File: config.mk
export PLATFORM = sky130hd
export DESIGN_NAME = tetris_input_ctrl
export DESIGN_NICKNAME = d
export VERILOG_FILES = /design/src/rtl/tetris_input_pkg.sv /design/src/rtl/input_debounce.sv /design/src/rtl/tetris_input_ctrl.sv
export SDC_FILE = /design/constraint.sdc
export NUM_CORES = 1
export LEC_CHECK = 0
export CORE_MARGIN = 2
export CORE_UTILIZATION = 59
export CTS_CLUSTER_DIAMETER = 120
export DETAILED_ROUTE_END_ITERATION = 7
export MAX_ROUTING_LAYER = met4
export PLACE_DENSITY = 0.8
export SLEW_MARGIN = 15
export SYNTH_ARGS = -nofsm -noshare
export SYNTH_HDL_FRONTEND = slang
export SYNTH_HIERARCHICAL = 1
export SYNTH_SLANG_ARGS = --single-unit
File: constraint.sdc
create_clock -name clk -period 3.1 [get_ports clk]
set_input_delay 0.62 -clock clk [delete_from_list [all_inputs] [get_ports clk]]
set_output_delay 0.62 -clock clk [all_outputs]
set_load 0.005 [all_outputs]
File: src/rtl/tetris_input_pkg.sv
// Shared types and default parameters for the tetris player-input front end.
package tetris_input_pkg;

  typedef enum logic [1:0] {
    STICK_CENTER = 2'b00,
    STICK_LEFT   = 2'b01,
    STICK_RIGHT  = 2'b10
  } stick_e;

  localparam int unsigned ADC_W_DEF        = 12;
  localparam int unsigned LO_THRESH_DEF    = 1100;
  localparam int unsigned HI_THRESH_DEF    = 2200;
  localparam int unsigned HYST_DEF         = 64;
  localparam int unsigned NUM_BTN_DEF      = 2;
  localparam int unsigned DEBOUNCE_CYC_DEF = 500000;
  localparam int unsigned DAS_DELAY_DEF    = 8000000;
  localparam int unsigned DAS_RATE_DEF     = 2500000;
  localparam int unsigned CHORD_CYC_DEF    = 50000000;

  // Counter width able to hold n-1; never narrower than one bit.
  function automatic int unsigned cnt_width(input int unsigned n);
    return (n > 1) ? $clog2(n) : 1;
  endfunction

endpackage

File: src/rtl/input_debounce.sv
// One pushbuttonbutton: 2-FF synchroniser, debounce counter, debounced level and rising-edge press pulse.
module input_debounce
  import tetris_input_pkg::*;
#(
  parameter int unsigned DEBOUNCE_CYC = DEBOUNCE_CYC_DEF
) (
  input  logic clk,
  input  logic reset,
  input  logic raw,
  input  logic suppress,
  output logic level,
  output logic press
);

  localparam int unsigned         CNT_W    = cnt_width(DEBOUNCE_CYC);
  localparam logic [CNT_W-1:0]    CNT_LAST = CNT_W'(DEBOUNCE_CYC - 1);

  logic             sync_meta;
  logic             sync_q;
  logic [CNT_W-1:0] cnt;

  // Level only follows the synchronised input after it has disagreed for DEBOUNCE_CYC cycles.
  always_ff @(posedge clk) begin
    if (reset) begin
      sync_meta <= 1'b0;
      sync_q    <= 1'b0;
      cnt       <= '0;
      level     <= 1'b0;
      press     <= 1'b0;
    end else begin
      sync_meta <= raw;
      sync_q    <= sync_meta;
      press     <= 1'b0;
      if (sync_q != level) begin
        if (cnt == CNT_LAST) begin
          level <= ~level;
          cnt   <= '0;
          press <= ~level & ~suppress;
        end else begin
          cnt <= cnt + CNT_W'(1);
        end
      end else begin
        cnt <= '0;
      end
    end
  end

endmodule

File: src/rtl/tetris_input_ctrl.sv
// Player-input front end: hysteretic joystick classifier with DAS auto-repeat and debounced buttons.
// Optional all-buttons chord reset is built only when INPUT_CHORD_RESET_EN is defined.
module tetris_input_ctrl
  import tetris_input_pkg::*;
#(
  parameter int unsigned ADC_W        = ADC_W_DEF,
  parameter int unsigned LO_THRESH    = LO_THRESH_DEF,
  parameter int unsigned HI_THRESH    = HI_THRESH_DEF,
  parameter int unsigned HYST         = HYST_DEF,
  parameter int unsigned NUM_BTN      = NUM_BTN_DEF,
  parameter int unsigned DEBOUNCE_CYC = DEBOUNCE_CYC_DEF,
  parameter int unsigned DAS_DELAY    = DAS_DELAY_DEF,
  parameter int unsigned DAS_RATE     = DAS_RATE_DEF,
  parameter int unsigned CHORD_CYC    = CHORD_CYC_DEF
) (
  input  logic               clk,
  input  logic               reset,
  input  logic [ADC_W-1:0]   adc_value,
  input  logic               adc_valid,
  input  logic [NUM_BTN-1:0] btn_raw,
  output logic [1:0]         stick_state,
  output logic               move_left,
  output logic               move_right,
  output logic [NUM_BTN-1:0] btn_level,
  output logic [NUM_BTN-1:0] btn_press,
  output logic               chord_reset
);

  localparam int unsigned DAS_MAX = (DAS_DELAY > DAS_RATE) ? DAS_DELAY : DAS_RATE;
  localparam int unsigned CNT_W   = cnt_width(DAS_MAX);

  localparam logic [CNT_W-1:0] DELAY_LOAD = CNT_W'(DAS_DELAY - 1);
  localparam logic [CNT_W-1:0] RATE_LOAD  = CNT_W'(DAS_RATE - 1);

  localparam logic [ADC_W-1:0] LO_ENTER = ADC_W'(LO_THRESH);
  localparam logic [ADC_W-1:0] HI_ENTER = ADC_W'(HI_THRESH);
  localparam logic [ADC_W-1:0] LO_EXIT  = ADC_W'(LO_THRESH + HYST);
  localparam logic [ADC_W-1:0] HI_EXIT  = ADC_W'(HI_THRESH - HYST);

  // Exit windows must not overlap, and every count parameter must be at least one.
  if ((LO_THRESH + 2 * HYST >= HI_THRESH) || (HI_THRESH >= (64'd1 << ADC_W)) ||
      (NUM_BTN < 1) || (DEBOUNCE_CYC < 1) || (DAS_DELAY < 1) || (DAS_RATE < 1) ||
      (CHORD_CYC < 1)) begin : g_bad_params
    $error("tetris_input_ctrl: illegal parameter set");
  end

  stick_e           state_q, state_d;
  logic [CNT_W-1:0] cnt_q, cnt_d;
  logic             move_left_d, move_right_d;
  logic             press_block;

  always_ff @(posedge clk) begin
    if (reset) begin
      state_q    <= STICK_CENTER;
      cnt_q      <= '0;
      move_left  <= 1'b0;
      move_right <= 1'b0;
    end else begin
      state_q    <= state_d;
      cnt_q      <= cnt_d;
      move_left  <= move_left_d;
      move_right <= move_right_d;
    end
  end

  // Stick classification runs on valid samples only; the repeat counter runs every cycle.
  always_comb begin
    state_d      = state_q;
    cnt_d        = cnt_q;
    move_left_d  = 1'b0;
    move_right_d = 1'b0;

    if (adc_valid) begin
      case (state_q)
        STICK_CENTER: begin
          if (adc_value < LO_ENTER)      state_d = STICK_LEFT;
          else if (adc_value > HI_ENTER) state_d = STICK_RIGHT;
        end
        STICK_LEFT: begin
          if (adc_value > HI_ENTER)      state_d = STICK_RIGHT;
          else if (adc_value >= LO_EXIT) state_d = STICK_CENTER;
        end
        STICK_RIGHT: begin
          if (adc_value < LO_ENTER)      state_d = STICK_LEFT;
          else if (adc_value <= HI_EXIT) state_d = STICK_CENTER;
        end
        default: state_d = STICK_CENTER;
      endcase
    end

    if (state_d != state_q) begin
      cnt_d = '0;
      if (state_d == STICK_LEFT) begin
        move_left_d = 1'b1;
        cnt_d       = DELAY_LOAD;
      end else if (state_d == STICK_RIGHT) begin
        move_right_d = 1'b1;
        cnt_d        = DELAY_LOAD;
      end
    end else if (state_q != STICK_CENTER) begin
      if (cnt_q == '0) begin
        cnt_d        = RATE_LOAD;
        move_left_d  = (state_q == STICK_LEFT);
        move_right_d = (state_q == STICK_RIGHT);
      end else begin
        cnt_d = cnt_q - CNT_W'(1);
      end
    end
  end

  assign stick_state = state_q;

  for (genvar i = 0; i < NUM_BTN; i++) begin : g_btn
    input_debounce #(
      .DEBOUNCE_CYC (DEBOUNCE_CYC)
    ) u_debounce (
      .clk      (clk),
      .reset    (reset),
      .raw      (btn_raw[i]),
      .suppress (press_block),
      .level    (btn_level[i]),
      .press    (btn_press[i])
    );
  end

`ifdef INPUT_CHORD_RESET_EN
  localparam int unsigned            CHORD_W    = cnt_width(CHORD_CYC);
  localparam logic [CHORD_W-1:0]     CHORD_LAST = CHORD_W'(CHORD_CYC - 1);

  logic [CHORD_W-1:0] chord_cnt;
  logic               chord_q;

  // Chord holds once reached until any debounced button drops.
  always_ff @(posedge clk) begin
    if (reset) begin
      chord_cnt <= '0;
      chord_q   <= 1'b0;
    end else if (&btn_level) begin
      if (chord_cnt == CHORD_LAST) chord_q   <= 1'b1;
      else                         chord_cnt <= chord_cnt + CHORD_W'(1);
    end else begin
      chord_cnt <= '0;
      chord_q   <= 1'b0;
    end
  end

  assign chord_reset = chord_q;
  assign press_block = chord_q;
`else
  assign chord_reset = 1'b0;
  assign press_block = 1'b0;
`endif

endmodule
==> results.yml <==
run_status:
  status: "finished clean"
floorplan:
  io_pins: 26
  core_area_mm2: 0.006350
  die_h_um: 85.14
  fp.dieW_um: 85.14
  initial_core_util: 0.6116
  dieArea_mm2: 0.007248
  rows: 29
routing:
  wl_mm: 8.691
  vias: 3707
  vias_per_cell: 6.178
  route.detailed.wl_per_inst_um: 14.49
  first_pass_iters: 5
  remaining_drc_errors: 0
  ant_nets: 0
  drtIter0Drc: 229
power:
  ir_drop_v: 0.0004577
  pwr_density_cell_mw_per_mm2: 561.9
  leakage_nw: 1.500
yosys:
  synth-main-ff-cell: "dfxtp_1"
  yosys_warnings: 6
  ys_top_cells_by_area: "dfxtp_1, xnor2_1, nor2_1, a21oi_1, nand2_1"
  yosysTopAreaCell: "dfxtp_1"
  netlist_area_mm2: 0.003884
  synth.avg_cell_area_um2: 8.246
  synthDistinctLibCells: 68
  ys_seq_area_frac: 0.3763
  syn_inst: 471
  synth_edf_count: 0
  synth.most_common_cell: "dfxtp_1"
  ys_ff_latch: 73
  synthTopCellsByCount: "dfxtp_1, nor2_1, nand2_1, a21oi_1, inv_1"
  netlist.area_leader.share: 0.3763
  synthArstFlopShare: 0
final_layout:
  seqCellArea_mm2: 0.001461
  finalNonFillerCells: 600
  antenna_cells: 0
  fill_cells: 472
  final_nets: 540
  multi_input_area_mm2: 0.002266
  area_growth_syn_to_layout_pct: 18.75
  layout-drive-gt1-share: 0.1319
critical_path:
  cpPeakStageDelay_ns: 0.50
  crit_arrival_ns: 3.19
  path_class: "primary input to register"
  crit_path_start_kind: "primary input"
  crit_family: "compound AO/OA/AOI/OAI gates"
  cp_max_fo: 4
  cp-end-kind: "register"
  reg2reg_slack_ns: 0.45
  crit_slowest_cell: "clkdlybuf4s50_1"
  required_ns: 3.34
  path_cells: "clkdlybuf4s50_1 > nor4b_4 > a311oi_2 > o31a_1 > or2_2 > ha_1 > o31ai_2 > o21ai_1 > a2111oi_2"
  crit_buf_inv: 1
timing:
  worstMarginPinSlew_ns: 0.7871
  rsz0062_at_grt: "false"
  setup_viol: 0
  fin_skew_ns: 0.01049
  relSlewSlack: 0.4752
  setup-tns-final_ns: 0
  fmax_mhz: 338.2
  finalHoldViolCount: 0
  finalCritPeriodShare: 0.9539
  timing.final.crit_period_ns: 2.957
  slew_violations: 0
min_path:
  hp-class: "register to register"
clock_network:
  cts-buffers-inserted: 9
  clk_latency_ns: 0.34
  post_cts_resized: 0
  clk_path_buf_depth: 2
  cts_max_level: 3
  clk_pin_slew_worst_paths_ns: 0.08
  holdBufCountCts: 0
  clock-sinks: 73
  post-cts-setup-buffers: 0
  cts-root-buf: "clkbuf_8"
  cts_tree: "yes"
grt:
  grt_max_degree: 19
  grt_pass1_wl_mm: 15.03
  antenna_found_initial: 0
  grtUsageTotal: 0.2587
  grt_overflow_total: 0
  grt_pass1_vias: 3495
placed_design:
  dp_hpwl_mm: 6.308
  port_buffers: 24
  dp.cells: 584
  gp_congestion: 0.8632
job:
  drv_cap: 0
[cell type report]
cell class / count / area share
timing repair buffer: 53 / 0.1047
sequential: 73 / 0.3169
clock inverter: 6 / 0.01980
clock buffer: 10 / 0.02767
inverter: 23 / 0.01872
tap: 77 / 0.02089
multi-input combinational: 358 / 0.4913
[registers in the layout, indices dropped and copies added (netlist names)]
signal	count
g_btn.u_debounce/cnt	38
cnt_q	23
g_btn.u_debounce/level	2
g_btn.u_debounce/press	2
g_btn.u_debounce/sync_meta	2
g_btn.u_debounce/sync_q	2
stick_state	2
move_left	1
move_right	1
[kinds of logic after synthesis]
group | count (synthesis) | synth area share
fa+ha+maj | 5 | 0.01611
other cells | 1 | 0.0009656
simple gates | 219 | 0.3128
flops | 73 | 0.3763
xor+xnor | 28 | 0.06314
compound gates | 103 | 0.1846
buf+inv | 42 | 0.04607
[metal layers]
metal | vias to the layer above | wire length [µm] | GRT usage | part of all wire
met5 | - | 0 | - | 0
met4 | 0 | 112 | 0.08658 | 0.013
met3 | 14 | 478 | 0.05739 | 0.055
met2 | 113 | 4342 | 0.4396 | 0.50
met1 | 1749 | 3757 | 0.3023 | 0.43
li1 | 1831 | - | - | -
[worst register-to-register path, stage by stage, from the launching register on]
cell and delay [ns]:
dfxtp_1 0.33, inv_1 0.07, ha_1 0.18, or3b_2 0.52, nor4_1 0.31, nand4b_1 0.28
o2111a_1 0.28, buf_12 0.16, a221o_1 0.29, a21oi_1 0.14
[power by group]
part | switching, mW | internal (mW) | total, mW
combinational | 0.396 | 0.309 | 0.706
sequential | 0.0715 | 1.00 | 1.07
clock | 0.357 | 0.458 | 0.814
total | 0.825 | 1.77 | 2.59
[final timing paths]
| path | start | to | cells after the start |
|---|---|---|---|
| max | adc_value[8] | cnt_q[8]$_SDFFE_PP0P_ | 9 |
| min | g_btn[0].u_debounce/sync_meta$_SDFF_PP0_ | g_btn[0].u_debounce/sync_q$_SDFF_PP0_ | 1 |
| max reg2reg | cnt_q[0]$_SDFFE_PP0P_ | cnt_q[1]$_SDFFE_PP0P_ | 9 |
| min reg2reg | g_btn[0].u_debounce/sync_meta$_SDFF_PP0_ | g_btn[0].u_debounce/sync_q$_SDFF_PP0_ | 1 |
[through the flow]
stage | area, µm² | setup slack, ns | utilization | hold slack, ns | power [mW]
3_3_place_gp | 4378 | -0.1091 | 0.6895 | 0.4279 | 1.757
2_1_floorplan | 3891 | 0.2602 | - | 0.4138 | 1.568
4_1_cts | 4597 | 0.04431 | 0.7239 | 0.4597 | 2.597
6_report | 4612 | 0.1428 | 0.7263 | 0.4579 | 2.591
5_1_grt | 4612 | 0.02372 | 0.7263 | 0.4639 | 2.728
3_5_place_dp | 4378 | -0.3313 | 0.6895 | 0.4324 | 1.782
[layout by cell type (no fill, tap or decap), types with 5 or more instances in the layout]
| master | Yosys | routed |
|---|---|---|
| a21oi_1 | 30 | 30 |
| a31oi_1 | 10 | 10 |
| buf_4 | 3 | 27 |
| clkbuf_8 | 0 | 9 |
| clkdlybuf4s50_1 | 0 | 24 |
| dfxtp_1 | 73 | 73 |
| ha_1 | 5 | 5 |
| inv_1 | 23 | 23 |
| nand2_1 | 39 | 39 |
| nand3_1 | 20 | 20 |
| nand4_1 | 13 | 13 |
| nor2_1 | 50 | 50 |
| nor2b_1 | 5 | 5 |
| nor3_1 | 19 | 19 |
| nor4_1 | 17 | 17 |
| o21a_1 | 5 | 5 |
| o21ai_0 | 12 | 12 |
| o32ai_1 | 5 | 5 |
| or2_2 | 6 | 6 |
| or3_1 | 12 | 12 |
| or4_1 | 6 | 6 |
| xnor2_1 | 22 | 22 |
| xor2_1 | 6 | 6 |
(Power assumes the default switching activity.)
